File: config.mk
export PLATFORM = sky130hd
export DESIGN_NAME = qrs_adaptive_fsm
export DESIGN_NICKNAME = d
export VERILOG_FILES = /design/src/rtl/qrs_pkg.sv /design/src/rtl/rr_avg_buffer.sv /design/src/rtl/qrs_adaptive_fsm.sv
export SDC_FILE = /design/constraint.sdc
export NUM_CORES = 1
export LEC_CHECK = 0
export ABC_AREA = 1
export CAP_MARGIN = 20
export CORE_MARGIN = 4
export CORE_UTILIZATION = 52
export DETAILED_ROUTE_END_ITERATION = 10
export GPL_TIMING_DRIVEN = 0
export PLACE_DENSITY = 0.79
export REMOVE_ABC_BUFFERS = 1
export SLEW_MARGIN = 10
export SYNTH_ARGS = -nofsm -noshare
export SYNTH_HDL_FRONTEND = slang
export SYNTH_SLANG_ARGS = --single-unit
File: constraint.sdc
create_clock -name i_clk -period 7.6 [get_ports i_clk]
set_clock_uncertainty 0.1 [all_clocks]
set_input_delay 1.52 -clock i_clk [delete_from_list [all_inputs] [get_ports i_clk]]
set_output_delay 1.52 -clock i_clk [all_outputs]
set_load 0.02 [all_outputs]
File: src/rtl/qrs_pkg.sv
// qrs_pkg: shared state encoding, averaging depth and arithmetic helpers for the QRS controller
package qrs_pkg;
   typedef enum logic [2:0] {IDLE, LEARN, TH_INIT, RUN, UPDATE, REFRACT} state_t;
   localparam int RR_AVG_LOG2_DEF = 3;
   localparam int RR_DEPTH = 1 << RR_AVG_LOG2_DEF;
   function automatic logic [31:0] sat_add(input logic [31:0] a, input logic [31:0] b, input int w);
      logic [31:0] s, lim;
      s = a + b;
      lim = (32'd1 << w) - 32'd1;
      return s > lim ? lim : s;
   endfunction
   function automatic logic [31:0] mod_diff(input logic [31:0] a, input logic [31:0] b, input int w);
      return (a - b) & ((32'd1 << w) - 32'd1);
   endfunction
endpackage

File: src/rtl/rr_avg_buffer.sv
// rr_avg_buffer: RR ring buffer with running sum; fill preloads every entry, push replaces the oldest
module rr_avg_buffer
   import qrs_pkg::*;
#(
   parameter int DATA_WIDTH  = 11,
   parameter int RR_AVG_LOG2 = RR_AVG_LOG2_DEF
) (
   input  logic                  i_clk,
   input  logic                  i_rst,
   input  logic                  i_fill,
   input  logic                  i_push,
   input  logic [DATA_WIDTH-1:0] i_rr,
   output logic [DATA_WIDTH-1:0] o_avg
);
   localparam int DEPTH = 1 << RR_AVG_LOG2;
   localparam int SW = DATA_WIDTH + RR_AVG_LOG2;
   logic [DATA_WIDTH-1:0]  ring [DEPTH];
   logic [RR_AVG_LOG2-1:0] wp;
   logic [SW-1:0]          sum;
   always_ff @(posedge i_clk or posedge i_rst)
      if (i_rst) begin
         for (int i = 0; i < DEPTH; i++) ring[i] <= '0;
         wp <= '0;
         sum <= '0;
      end else if (i_fill) begin
         for (int i = 0; i < DEPTH; i++) ring[i] <= i_rr;
         wp <= '0;
         sum <= SW'(i_rr) << RR_AVG_LOG2;
      end else if (i_push) begin
         ring[wp] <= i_rr;
         wp <= wp + RR_AVG_LOG2'(1);
         sum <= sum - SW'(ring[wp]) + SW'(i_rr);
      end
   assign o_avg = DATA_WIDTH'(sum >> RR_AVG_LOG2);
endmodule

File: src/rtl/qrs_adaptive_fsm.sv
// qrs_adaptive_fsm: learns a QRS threshold, then tracks beats, RR average, refractory window and missed beats
module qrs_adaptive_fsm
   import qrs_pkg::*;
#(
   parameter int DATA_WIDTH     = 11,
   parameter int CTR_WIDTH      = 24,
   parameter int INIT_LEN       = 1080,
   parameter int REFRACT_LEN    = 72,
   parameter int TH_DECAY_SHIFT = 5,
   parameter int TH_GAIN_SHIFT  = 6,
   parameter int RR_AVG_LOG2    = RR_AVG_LOG2_DEF
) (
   input  logic                  i_clk,
   input  logic                  i_rst,
   input  logic                  i_ce,
   input  logic [CTR_WIDTH-1:0]  i_ctr,
   input  logic [DATA_WIDTH-1:0] i_amp,
   input  logic                  i_amp_valid,
   input  logic                  i_extremum_found,
   output logic                  o_qrs_search_en,
   output logic [DATA_WIDTH-1:0] o_qrs_threshold,
   output logic [CTR_WIDTH-1:0]  o_r_peak_sample_num,
   output logic                  o_r_peak_valid,
   output logic [DATA_WIDTH-1:0] o_rr_period,
   output logic [DATA_WIDTH-1:0] o_rr_avg,
   output logic                  o_rr_updated,
   output logic                  o_beat_missed,
   output logic                  o_learning
);
   state_t                state, state_nxt;
   logic [CTR_WIDTH-1:0]  cnt, elapsed;
   logic [DATA_WIDTH-1:0] max_acc, rr, th_upd;
   logic [1:0]            beat_cnt;
   logic                  miss_armed, miss, fill, push;
   assign elapsed = CTR_WIDTH'(mod_diff(32'(i_ctr), 32'(o_r_peak_sample_num), CTR_WIDTH));
   assign rr = DATA_WIDTH'(sat_add(32'(elapsed), 32'd0, DATA_WIDTH));
   assign th_upd = DATA_WIDTH'(sat_add(32'(o_qrs_threshold - (o_qrs_threshold >> TH_DECAY_SHIFT)),
                                       32'(i_amp >> TH_GAIN_SHIFT), DATA_WIDTH));
   // timeout at 150% of the running average, armed once per accepted beat
   assign miss = beat_cnt >= 2'd2 && miss_armed &&
                 32'(elapsed) > 32'(o_rr_avg) + 32'(o_rr_avg >> 1);
   assign fill = state == UPDATE && beat_cnt == 2'd1;
   assign push = state == UPDATE && beat_cnt >= 2'd2;
   assign o_learning = state == LEARN;
   rr_avg_buffer #(.DATA_WIDTH(DATA_WIDTH), .RR_AVG_LOG2(RR_AVG_LOG2)) u_rr (
      .i_clk  (i_clk),
      .i_rst  (i_rst),
      .i_fill (fill),
      .i_push (push),
      .i_rr   (rr),
      .o_avg  (o_rr_avg)
   );
   always_comb begin
      state_nxt = state;
      case (state)
         IDLE:    state_nxt = i_ce && i_amp_valid ? LEARN : IDLE;
         LEARN:   state_nxt = i_ce && cnt == '0 ? TH_INIT : LEARN;
         TH_INIT: state_nxt = RUN;
         RUN:     state_nxt = i_ce && i_extremum_found ? UPDATE : RUN;
         UPDATE:  state_nxt = REFRACT;
         REFRACT: state_nxt = i_ce && cnt == '0 ? RUN : REFRACT;
         default: state_nxt = IDLE;
      endcase
   end
   always_ff @(posedge i_clk or posedge i_rst)
      if (i_rst) begin
         state <= IDLE;
         cnt <= '0;
         max_acc <= '0;
         beat_cnt <= '0;
         miss_armed <= 1'b0;
         o_qrs_search_en <= 1'b0;
         o_qrs_threshold <= '0;
         o_r_peak_sample_num <= '0;
         o_r_peak_valid <= 1'b0;
         o_rr_period <= '0;
         o_rr_updated <= 1'b0;
         o_beat_missed <= 1'b0;
      end else begin
         state <= state_nxt;
         o_qrs_search_en <= state_nxt == RUN;
         o_r_peak_valid <= state == UPDATE;
         o_rr_updated <= fill | push;
         o_beat_missed <= 1'b0;
         case (state)
            IDLE: begin
               cnt <= CTR_WIDTH'(INIT_LEN - 1);
               max_acc <= '0;
            end
            LEARN: if (i_ce) begin
               if (i_amp_valid && i_amp > max_acc) max_acc <= i_amp;
               cnt <= cnt - CTR_WIDTH'(1);
            end
            TH_INIT: begin
               o_qrs_threshold <= max_acc >> 1;
               beat_cnt <= '0;
               miss_armed <= 1'b0;
            end
            RUN: if (i_ce && !i_extremum_found && miss) begin
               o_beat_missed <= 1'b1;
               o_qrs_threshold <= o_qrs_threshold >> 1;
               miss_armed <= 1'b0;
            end
            UPDATE: begin
               o_r_peak_sample_num <= i_ctr;
               o_qrs_threshold <= th_upd;
               if (beat_cnt != 2'd0) o_rr_period <= rr;
               if (beat_cnt != 2'd3) beat_cnt <= beat_cnt + 2'd1;
               miss_armed <= 1'b1;
               cnt <= CTR_WIDTH'(REFRACT_LEN - 1);
            end
            REFRACT: if (i_ce) cnt <= cnt - CTR_WIDTH'(1);
            default: ;
         endcase
      end
endmodule
==> results of run 1 <==
[how the worst max path moves through the flow]
stage                   from                        end
floorplan              i_rst    beat_cnt[0]$_DFFE_PP0P_
global placement       i_rst  u_rr.ring[66]$_DFFE_PP0P_
detailed placement  i_ctr[0]   u_rr.sum[11]$_DFFE_PP0P_
CTS                 i_ctr[0]   u_rr.sum[11]$_DFFE_PP0P_
global route        i_ctr[0]   u_rr.sum[11]$_DFFE_PP0P_
finish              i_ctr[0]   u_rr.sum[11]$_DFFE_PP0P_
[synthesized netlist by cell type (all sizes together)]
library cell and n:
o221ai 1, o21ai 137, a22oi 18, and2 1, dfrtp 196, a21o 2, a22o 1, xnor2 7
nor3 19, a21oi 123, buf 34, o21bai 3, nor2 184, a31oi 4, clkinv 2, nand3b 20
or2 4, nand2 482, nand4 25, o2bb2ai 4, xor2 29, nor4 4, o31ai 2, nor3b 1
a21boi 1, fa 15, o22ai 6, nand3 100, a221oi 12, ha 88, mux2i 7, and3 1
o2111ai 4, inv 307, o21a 1, clkbuf 25
[power breakdown]
part / switching [W] / leakage (nW) / internal (W) / total (W)
registers: 0.000219 / 2.23 / 0.00129 / 0.00151
clock network: 0.000503 / 0.307 / 0.000462 / 0.000965
logic: 0.00274 / 5.45 / 0.00161 / 0.00435
[cells by family after synthesis]
kind of cell / Yosys count / synth area share [%]
xor+xnor: 36 / 2.300
simple gates: 841 / 27.25
buf+inv: 368 / 10.68
flops: 196 / 35.77
fa+ha+maj: 103 / 10.22
compound gates: 319 / 13.27
mux: 7 / 0.5111
[per-layer routing]
layer,global-route usage (%),vias up,share of wire [%]
met5,0,-,0
met4,7.569,0,2.2
met3,4.111,63,6.4
met2,40.37,431,47
met1,33.06,5800,44
li1,-,6157,-
[area by class of cell]
cell class	count	area (µm²)
Sequential cell	196	4905
Timing Repair Buffer	112	1167
Inverter	309	1170
Antenna cell	1	2.502
Clock buffer	17	425.4
Tap cell	335	419.2
Fill cell	2307	10300
Clock inverter	15	210.2
Multi-Input combinational cell	1306	7383
[registers in the layout, summed over array words and instances (netlist names), 2 cells and up]
register and flops:
u_rr.wp 3, state 3, u_rr.ring 88, u_rr.sum 14, beat_cnt 2, o_r_peak_sample_num 24
o_qrs_threshold 11, max_acc 11, cnt 24, o_rr_period 11
[through the flow]
| step | area [µm²] | hold slack, ns | setup TNS (ns) | std cells |
|---|---|---|---|---|
| 6_report | 15680 | 0.3638 | 0 | 2291 |
| 5_1_grt | 15680 | 0.3909 | 0 | 2291 |
| 4_1_cts | 15680 | 0.3628 | 0 | 2290 |
| 3_5_place_dp | 15040 | 0.3518 | 0 | 2258 |
| 3_3_place_gp | 14840 | 0.3504 | -379.02 | 2247 |
| 2_1_floorplan | 13410 | 0.3340 | 0 | 1811 |
[worst max-delay path: cells and delay by family]
family	cells	cell delay [ns]
AO/OA/AOI/OAI	2	0.53
adder cells (fa/ha/maj)	4	1.48
buffers and inverters	4	0.71
AND/OR/NAND/NOR	23	3.13
==> summary.txt, run 1 <==
Outcome
  • Status: finished clean

Logic synthesis
  • Sequential area share after synthesis: 35.77%
  • Synth Warn #: 0
  • Post-synthesis cell type count: 54
  • Largest area contributor in the netlist: dfrtp_1
  • Synth top area share: 35.77%
  • Synth area leaders: dfrtp_1 (36%), nand2_1 (13%), ha_1 (8.0%), inv_1 (7.8%), a21oi_1 (4.5%)
  • Post-synthesis average cell area: 7.332 µm²
  • Synth Register Bits: 196
  • Cells after Synth: 1870
  • Syn Std Cell Area: 13710 µm²

Clock network
  • Total clock sinks: 196
  • Clock buffer depth: 2
  • Clock latency on the worst-skew pair: 0.45 ns
  • H-Tree Depth: 4
  • CTS tree: done
  • Hold_buf cts: 0
  • CTS buffer count: 17
  • Clk root buf: clkbuf_16
  • Post-cts resize count: 0
  • Post-CTS setup buffer count: 0
  • Clk slew on worst S/H paths: 0.08 ns

GRT
  • GRT Total Usage: 24.44%
  • First-pass GRT wire length: 58310 µm
  • Total congestion overflow: 0
  • Vias in the first global route: 12000
  • Largest net degree at the start of global routing: 106
  • Initial antenna violation count: 1

Power and ir drop
  • Worst IR drop on VDD: 0.2976 mV
  • Pleak: 7.981 nW
  • Tot Pwr: 0.006823 W
  • P per Cell Area: 435.1 nW/µm²

Timing
  • Final setup margin: 0.4425 ns
  • Endpoints failing setup: 0
  • Worst-Margin Slew: 1.103 ns
  • Fin crit share: 94.18%
  • Fmax: 0.1397 GHz
  • Count of final max-slew check failures: 0
  • Worst slew margin: 26.46%
  • Fin crit period: 7.158 ns
  • RSZ-0062 raised after global routing: no
  • Final Hold Vio Count: 0

Hold path
  • Class of the worst hold path: flip-flop to flip-flop
  • WHS Path Cells: 1
  • Hold path startpoint: cnt[21]$_DFFE_PP0P_
  • WHS Endpoint: cnt[21]$_DFFE_PP0P_

Setup path
  • Kind of critical path: input pin to flip-flop
  • Critical path arrival: 7.39 ns
  • CP most frequent cell: nand2_1
  • Worst Setup End Kind: flip-flop
  • CP peak stage delay: 0.74 ns
  • R2R Setup Slk: 1.61 ns
  • Crit-path max FO: 11
  • Startpoint types: input pin
  • Worst reg2reg path depth: 31
  • Reg2reg start: o_r_peak_sample_num[0]$_DFFE_PP0P_
  • Slowest CP cell: nor2_1
  • Worst endpoint required time: 7.83 ns
  • Worst R2R End: u_rr.sum[11]$_DFFE_PP0P_

Drt
  • Final wirelength: 35170 µm
  • Via count: 12450
  • Vias per cell: 5.435
  • # DRC: 0
  • Final ANT Viol Nets: 0
  • Drt pass-1 iters: 5
  • DR WL/cell: 15.35 µm
  • Iter 0 DRT Violations: 1199

Final layout
  • Fin util: 60.35%
  • Layout Nets: 2085
  • Layout cells sized above 1: 6.957%
  • Layout area overhead: 14.38%
  • Most frequent cells in the layout: nand2_1 (471), inv_1 (283), dfrtp_1 (196)
  • Most common cell after layout, fill and taps aside: nand2_1

Placement
  • Placer Congestion: 0.9254
  • Hpwl dp: 25980 µm
  • IO Port Bufs: 101
  • Place WS: 0.1932 ns

Die
  • Top-Level Pins: 102
  • Initial Utilization: 52.76%
  • Core region area: 25980 µm²
  • DIE AREA: 29030 µm²
  • Die height: 170.4 µm
  • Die Wd: 170.4 µm
  • Row count: 59

Flow run
  • Max_cap viols: 0
(Power assumes the default switching activity.)
==> inputs of run 2 (changes only) <==
--- a/config.mk
+++ b/config.mk
@@ -11,7 +11,7 @@
 export CORE_UTILIZATION = 52
 export DETAILED_ROUTE_END_ITERATION = 10
 export GPL_TIMING_DRIVEN = 0
-export PLACE_DENSITY = 0.79
+export PLACE_DENSITY = 0.82
 export REMOVE_ABC_BUFFERS = 1
 export SLEW_MARGIN = 10
 export SYNTH_ARGS = -nofsm -noshare
==> constraint.sdc (replaced) <==
create_clock -name i_clk -period 6.18 [get_ports i_clk]
set_clock_uncertainty 0.1 [all_clocks]
set_input_delay 1.236 -clock i_clk [delete_from_list [all_inputs] [get_ports i_clk]]
set_output_delay 1.236 -clock i_clk [all_outputs]
set_load 0.02 [all_outputs]
==> run 2 against run 1 <==
Critical endpoint unchanged. Clock-buffer cell count increased by 2. Largest power group unchanged. Combinational power increased by 26%. Final cell count is 0.61% higher. Utilization rose by 0.57 points. Via count up 1.6%. Highest routed layer unchanged.
==> summary.txt, run 2 (synthesis gave the netlist of run 1 again) <==
Flow run
  • Max_cap viols: 0

Die
  • DIE AREA: 29030 µm²
  • Core region area: 25980 µm²
  • Die height: 170.4 µm
  • Top-Level Pins: 102
  • Row count: 59
  • Initial Utilization: 52.76%
  • Die Wd: 170.4 µm

Clock network
  • Clk root buf: clkbuf_16
  • CTS tree: done
  • CTS buffer count: 17
  • Clock latency on the worst-skew pair: 0.44 ns
  • Total clock sinks: 196
  • H-Tree Depth: 4
  • Clock buffer depth: 2
  • Hold_buf cts: 0
  • Clk slew on worst S/H paths: 0.08 ns

Placement
  • Placer Congestion: 0.8952
  • Place WS: -0.9211 ns
  • Hpwl dp: 26220 µm
  • IO Port Bufs: 101

Outcome
  • Status: finished clean

Final layout
  • Most frequent cells in the layout: nand2_1 (470), inv_1 (282), dfrtp_1 (196)
  • Most common cell after layout, fill and taps aside: nand2_1
  • Multi-input logic area: 7452 µm²
  • Largest register by flop count: u_rr.ring
  • Reg area: 4905 µm²
  • Layout cells sized above 1: 8.122%
  • Largest regs: u_rr.ring: 88 flops, cnt: 24 flops, o_r_peak_sample_num: 24 flops
  • Max FFs per register: 88
  • Layout area overhead: 15.46%
  • Fillers: 2234
  • Layout Nets: 2100
  • Number of diodes: 0

Timing
  • Final setup margin: 0.2064 ns
  • Count of final max-slew check failures: 0
  • Hold Slack: 0.3673 ns
  • Endpoints failing setup: 0
  • Fmax: 0.1674 GHz
  • Worst-Margin Slew: 1.035 ns
  • Fin crit period: 5.974 ns
  • RSZ-0062 raised after global routing: yes
  • Worst slew margin: 30.96%
  • Fin crit share: 96.66%
  • Final Hold Vio Count: 0

Drt
  • Final wirelength: 35960 µm
  • DR WL/cell: 15.60 µm
  • Iter 0 DRT Violations: 1311
  • # DRC: 0
  • Via count: 12640
  • Final ANT Viol Nets: 0
  • Vias per cell: 5.485
  • Drt pass-1 iters: 5

GRT
  • Vias in the first global route: 12070
  • Total congestion overflow: 0
  • Initial antenna violation count: 0
  • GRT Total Usage: 24.59%
  • First-pass GRT wire length: 58370 µm
  • Largest net degree at the start of global routing: 124

Setup path
  • Slowest CP cell: fa_1
  • Startpoint types: input pin
  • Worst Setup End Kind: flip-flop
  • Cell type group with the largest total delay on the critical path: simple AND/OR/NAND/NOR gates
  • Crit-path max FO: 4
  • CP most frequent cell: nand2_1
  • Buf/Inv on CP: 4
  • Kind of critical path: input pin to flip-flop
  • Critical path arrival: 6.21 ns
  • Worst endpoint required time: 6.41 ns
  • CP peak stage delay: 0.53 ns

Hold path
  • Class of the worst hold path: flip-flop to flip-flop

Power and ir drop
  • Tot Pwr: 0.008501 W
  • P per Cell Area: 537.0 nW/µm²
  • Pleak: 8.043 nW
  • Worst IR drop on VDD: 0.3132 mV
## run 2: cell count changes in the layout (fill, tap and decap cells not counted), sizes merged
cell	before	now
buf	11	26
clkinv	8	5
bufinv	0	2
clkbuf	17	19
inv	316	314
clkinvlp	0	1
diode	1	0
## run 2: worst paths after layout
check / to / start / slack (ns) / depth (start not counted)
setup / recovery: u_rr.sum[11]$_DFFE_PP0P_ / i_ctr[0] / 0.21 / 34
hold / removal: cnt[21]$_DFFE_PP0P_ / cnt[21]$_DFFE_PP0P_ / 0.37 / 1
setup reg to reg: u_rr.sum[11]$_DFFE_PP0P_ / o_r_peak_sample_num[0]$_DFFE_PP0P_ / 1.19 / 32
hold reg to reg: cnt[21]$_DFFE_PP0P_ / cnt[21]$_DFFE_PP0P_ / 0.37 / 1
max in group asynchronous: u_rr.sum[4]$_DFFE_PP0P_ / i_rst / 3.84 / 3
min in group asynchronous: o_r_peak_sample_num[22]$_DFFE_PP0P_ / i_rst / 1.16 / 2
## run 2: timing repair
| item | CTS | global route |
|---|---|---|
| buffers inserted | 1 | 14 |
| setup endpoints to repair | 9 | 8 |
| pin swaps | 1 | 11 |
| cloned | 0 | 0 |
| gates resized for setup | 3 | 13 |
## run 2: layout make-up
| class | instances | area share, % |
|---|---|---|
| well taps | 335 | 2.648 |
| clock buffers | 19 | 2.798 |
| flip-flops and latches | 196 | 30.98 |
| multi-input cells | 1306 | 47.08 |
| repair buffers | 127 | 8.086 |
| clock inverters | 13 | 1.020 |
| inverters | 309 | 7.390 |
## run 2: per-layer routing
metal	vias up	GRT usage (%)	share of wire, %	wire length [µm]
li1	6177	-	-	-
met1	5928	32.89	42	15260
met2	448	41.02	48	17430
met3	91	3.740	6.2	2243
met4	0	8.229	2.9	1030
met5	-	0	0	0
## run 2: worst register-to-register path: cells and delay by family (launching register included)
family          cells  cell delay [ns]
fa+ha+maj           4             1.42
compound gates      2             0.33
buf+inv             2             0.23
simple gates       24             2.43
flops               1             0.37
## run 2: metrics by stage
stage / cells / setup TNS [ns] / utilization [%] / instance area, µm²
6_report: 2305 / 0 / 60.92 / 15830
5_1_grt: 2305 / -0.1662 / 60.92 / 15830
4_1_cts: 2291 / 0 / 60.29 / 15670
3_5_place_dp: 2258 / -6.362 / 57.90 / 15040
3_3_place_gp: 2247 / -593.85 / 57.11 / 14840
2_1_floorplan: 1811 / -97.33 / - / 13410
## run 2: report_power, final
part | internal [W] | switching (W)
logic | 0.00204 | 0.00344
clock network | 0.000623 | 0.000540
registers | 0.00158 | 0.000274
==> inputs of run 3 (changes only) <==
--- a/config.mk
+++ b/config.mk
@@ -13,7 +13,6 @@
 export GPL_TIMING_DRIVEN = 0
 export PLACE_DENSITY = 0.82
 export REMOVE_ABC_BUFFERS = 1
-export SLEW_MARGIN = 10
 export SYNTH_ARGS = -nofsm -noshare
 export SYNTH_HDL_FRONTEND = slang
 export SYNTH_SLANG_ARGS = --single-unit
==> run 3 against run 2 <==
Via count is essentially flat. Worst hold slack gained 0.0063 ns. Total power grew 0.42%. Cell area grew 0.16%. Flip-flop and latch count is the same. First-iteration DRC count shrank 2.7%. Wire length grew 0.30%. Fmax shrank 0.86%. Clock-buffer cell count shrank 1. Largest cell class unchanged. Final cell count is essentially flat. Setup slack lost 0.052 ns.
==> summary.txt, run 3 (synthesis gave the netlist of run 1 again) <==
Final layout
  • Layout cells sized above 1: 8.278%
  • Most common cell after layout, fill and taps aside: nand2_1
  • Non-filler instance count after layout: 2304
  • Layout Nets: 2099
  • Number of diodes: 0
  • Max FFs per register: 88
  • Largest register by flop count: u_rr.ring
  • Largest regs: u_rr.ring: 88 flops, cnt: 24 flops, o_r_peak_sample_num: 24 flops
  • Layout area overhead: 15.64%
  • Most frequent cells in the layout: nand2_1 (471), inv_1 (282), dfrtp_1 (196)

Power and ir drop
  • Worst IR drop on VDD: 0.3776 mV
  • Pleak: 8.024 nW
  • P per Cell Area: 538.4 nW/µm²

Timing
  • Fmax: 0.1660 GHz
  • Worst slew margin: 25.97%
  • Fin crit share: 97.50%
  • Worst-Margin Slew: 1.104 ns
  • Count of final max-slew check failures: 0
  • Endpoints failing setup: 0
  • Hold Slack: 0.3736 ns
  • Final Hold Vio Count: 0
  • Fin crit period: 6.025 ns

Clock network
  • H-Tree Depth: 4
  • Clock latency on the worst-skew pair: 0.45 ns
  • Total clock sinks: 196
  • CTS tree: done
  • Hold_buf cts: 0
  • CTS buffer count: 17
  • Clk root buf: clkbuf_16
  • Clock buffer depth: 2
  • Clk slew on worst S/H paths: 0.08 ns

Hold path
  • Class of the worst hold path: flip-flop to flip-flop

Setup path
  • Kind of critical path: input pin to flip-flop
  • Slowest CP cell: fa_1
  • Worst Setup End Kind: flip-flop
  • CP most frequent cell: nand2_1
  • Crit-path max FO: 7
  • Cell type group with the largest total delay on the critical path: simple AND/OR/NAND/NOR gates
  • Worst endpoint required time: 6.42 ns
  • Startpoint types: input pin
  • Buf/Inv on CP: 4
  • CP peak stage delay: 0.54 ns
  • R2R Setup Slk: 1.13 ns
  • Critical path arrival: 6.27 ns

Drt
  • Final wirelength: 36070 µm
  • Vias per cell: 5.487
  • Final ANT Viol Nets: 0
  • Drt pass-1 iters: 6
  • DR WL/cell: 15.66 µm
  • Iter 0 DRT Violations: 1275
  • # DRC: 0
  • Via count: 12640

Die
  • DIE AREA: 29030 µm²
  • Row count: 59
  • Die Wd: 170.4 µm
  • Die height: 170.4 µm
  • Core region area: 25980 µm²
  • Initial Utilization: 52.76%
  • Top-Level Pins: 102

GRT
  • First-pass GRT wire length: 58100 µm
  • Total congestion overflow: 0
  • Vias in the first global route: 12110
  • Initial antenna violation count: 0
  • Largest net degree at the start of global routing: 132
  • GRT Total Usage: 24.38%

Outcome
  • Status: finished clean

Placement
  • IO Port Bufs: 101
  • Placed Cells: 2255
  • Placer Congestion: 0.8952
  • Hpwl dp: 26070 µm

Flow run
  • Max_cap viols: 0
[run 3: changes by cell type in the layout (fill, tap and decap cells not counted), moves of 2 or more]
cell,before,now
inv_8,2,6
a21oi_1,119,117
a21oi_2,4,6
ha_1,87,85
ha_2,0,2
inv_6,6,4
[run 3: path summary, 6_finish.rpt]
| kind | start | to | cells after the start |
|---|---|---|---|
| max | i_ctr[0] | u_rr.sum[11]$_DFFE_PP0P_ | 35 |
| min | max_acc[9]$_DFFE_PP0P_ | max_acc[9]$_DFFE_PP0P_ | 2 |
| max reg2reg | o_r_peak_sample_num[0]$_DFFE_PP0P_ | u_rr.sum[11]$_DFFE_PP0P_ | 33 |
| min reg2reg | max_acc[9]$_DFFE_PP0P_ | max_acc[9]$_DFFE_PP0P_ | 2 |
| max in group asynchronous | i_rst | u_rr.ring[33]$_DFFE_PP0P_ | 3 |
| min in group asynchronous | i_rst | o_r_peak_sample_num[22]$_DFFE_PP0P_ | 2 |
[run 3: repair_timing]
item	4_1_cts	5_1_grt
pin swaps	1	12
gates resized for setup	3	17
setup buffers	1	16
setup endpoints to repair	9	8
[run 3: layout make-up]
type / count / area, µm²
Fill cell: 2240 / 10130
Multi-Input combinational cell: 1306 / 7471
Sequential cell: 196 / 4905
Timing Repair Buffer: 126 / 1269
Inverter: 309 / 1170
Clock buffer: 18 / 439.2
Tap cell: 335 / 419.2
Clock inverter: 14 / 182.7
[run 3: layer usage]
layer  up-vias  global-route usage, %  share of wire (%)
met5         -                      0                  0
li1       6164                      -                  -
met2       481                  40.30                 48
met3        82                  3.926                6.4
met1      5915                  32.45                 42
met4         0                  8.993                2.8
[run 3: worst reg2reg max path, delay by kind of cell (launching register included)]
kind	cells	cell delay, ns
buffers and inverters	2	0.13
adder cells (fa/ha/maj)	4	1.33
flip-flops	1	0.37
AND/OR/NAND/NOR	24	2.53
AO/OA/AOI/OAI	3	0.48
[run 3: where the power goes]
part           switching (W)  total (W)  internal (W)
combinational        0.00343    0.00548       0.00205
clock               0.000562    0.00119      0.000631
sequential          0.000277    0.00186       0.00158
[run 3: stage by stage]
stage / setup TNS (ns) / total power (W) / utilization, % / worst slack (ns) / cell area [µm²]
floorplan: -97.33 / 0.005684 / - / -0.4966 / 13410
global placement: -593.85 / 0.006932 / 57.11 / -3.022 / 14840
detailed placement: -6.429 / 0.007108 / 57.80 / -0.9295 / 15020
CTS: 0 / 0.008358 / 60.26 / 0.02510 / 15660
global route: -0.2286 / 0.009321 / 61.02 / -0.1013 / 15860
finish: 0 / 0.008536 / 61.02 / 0.1546 / 15860
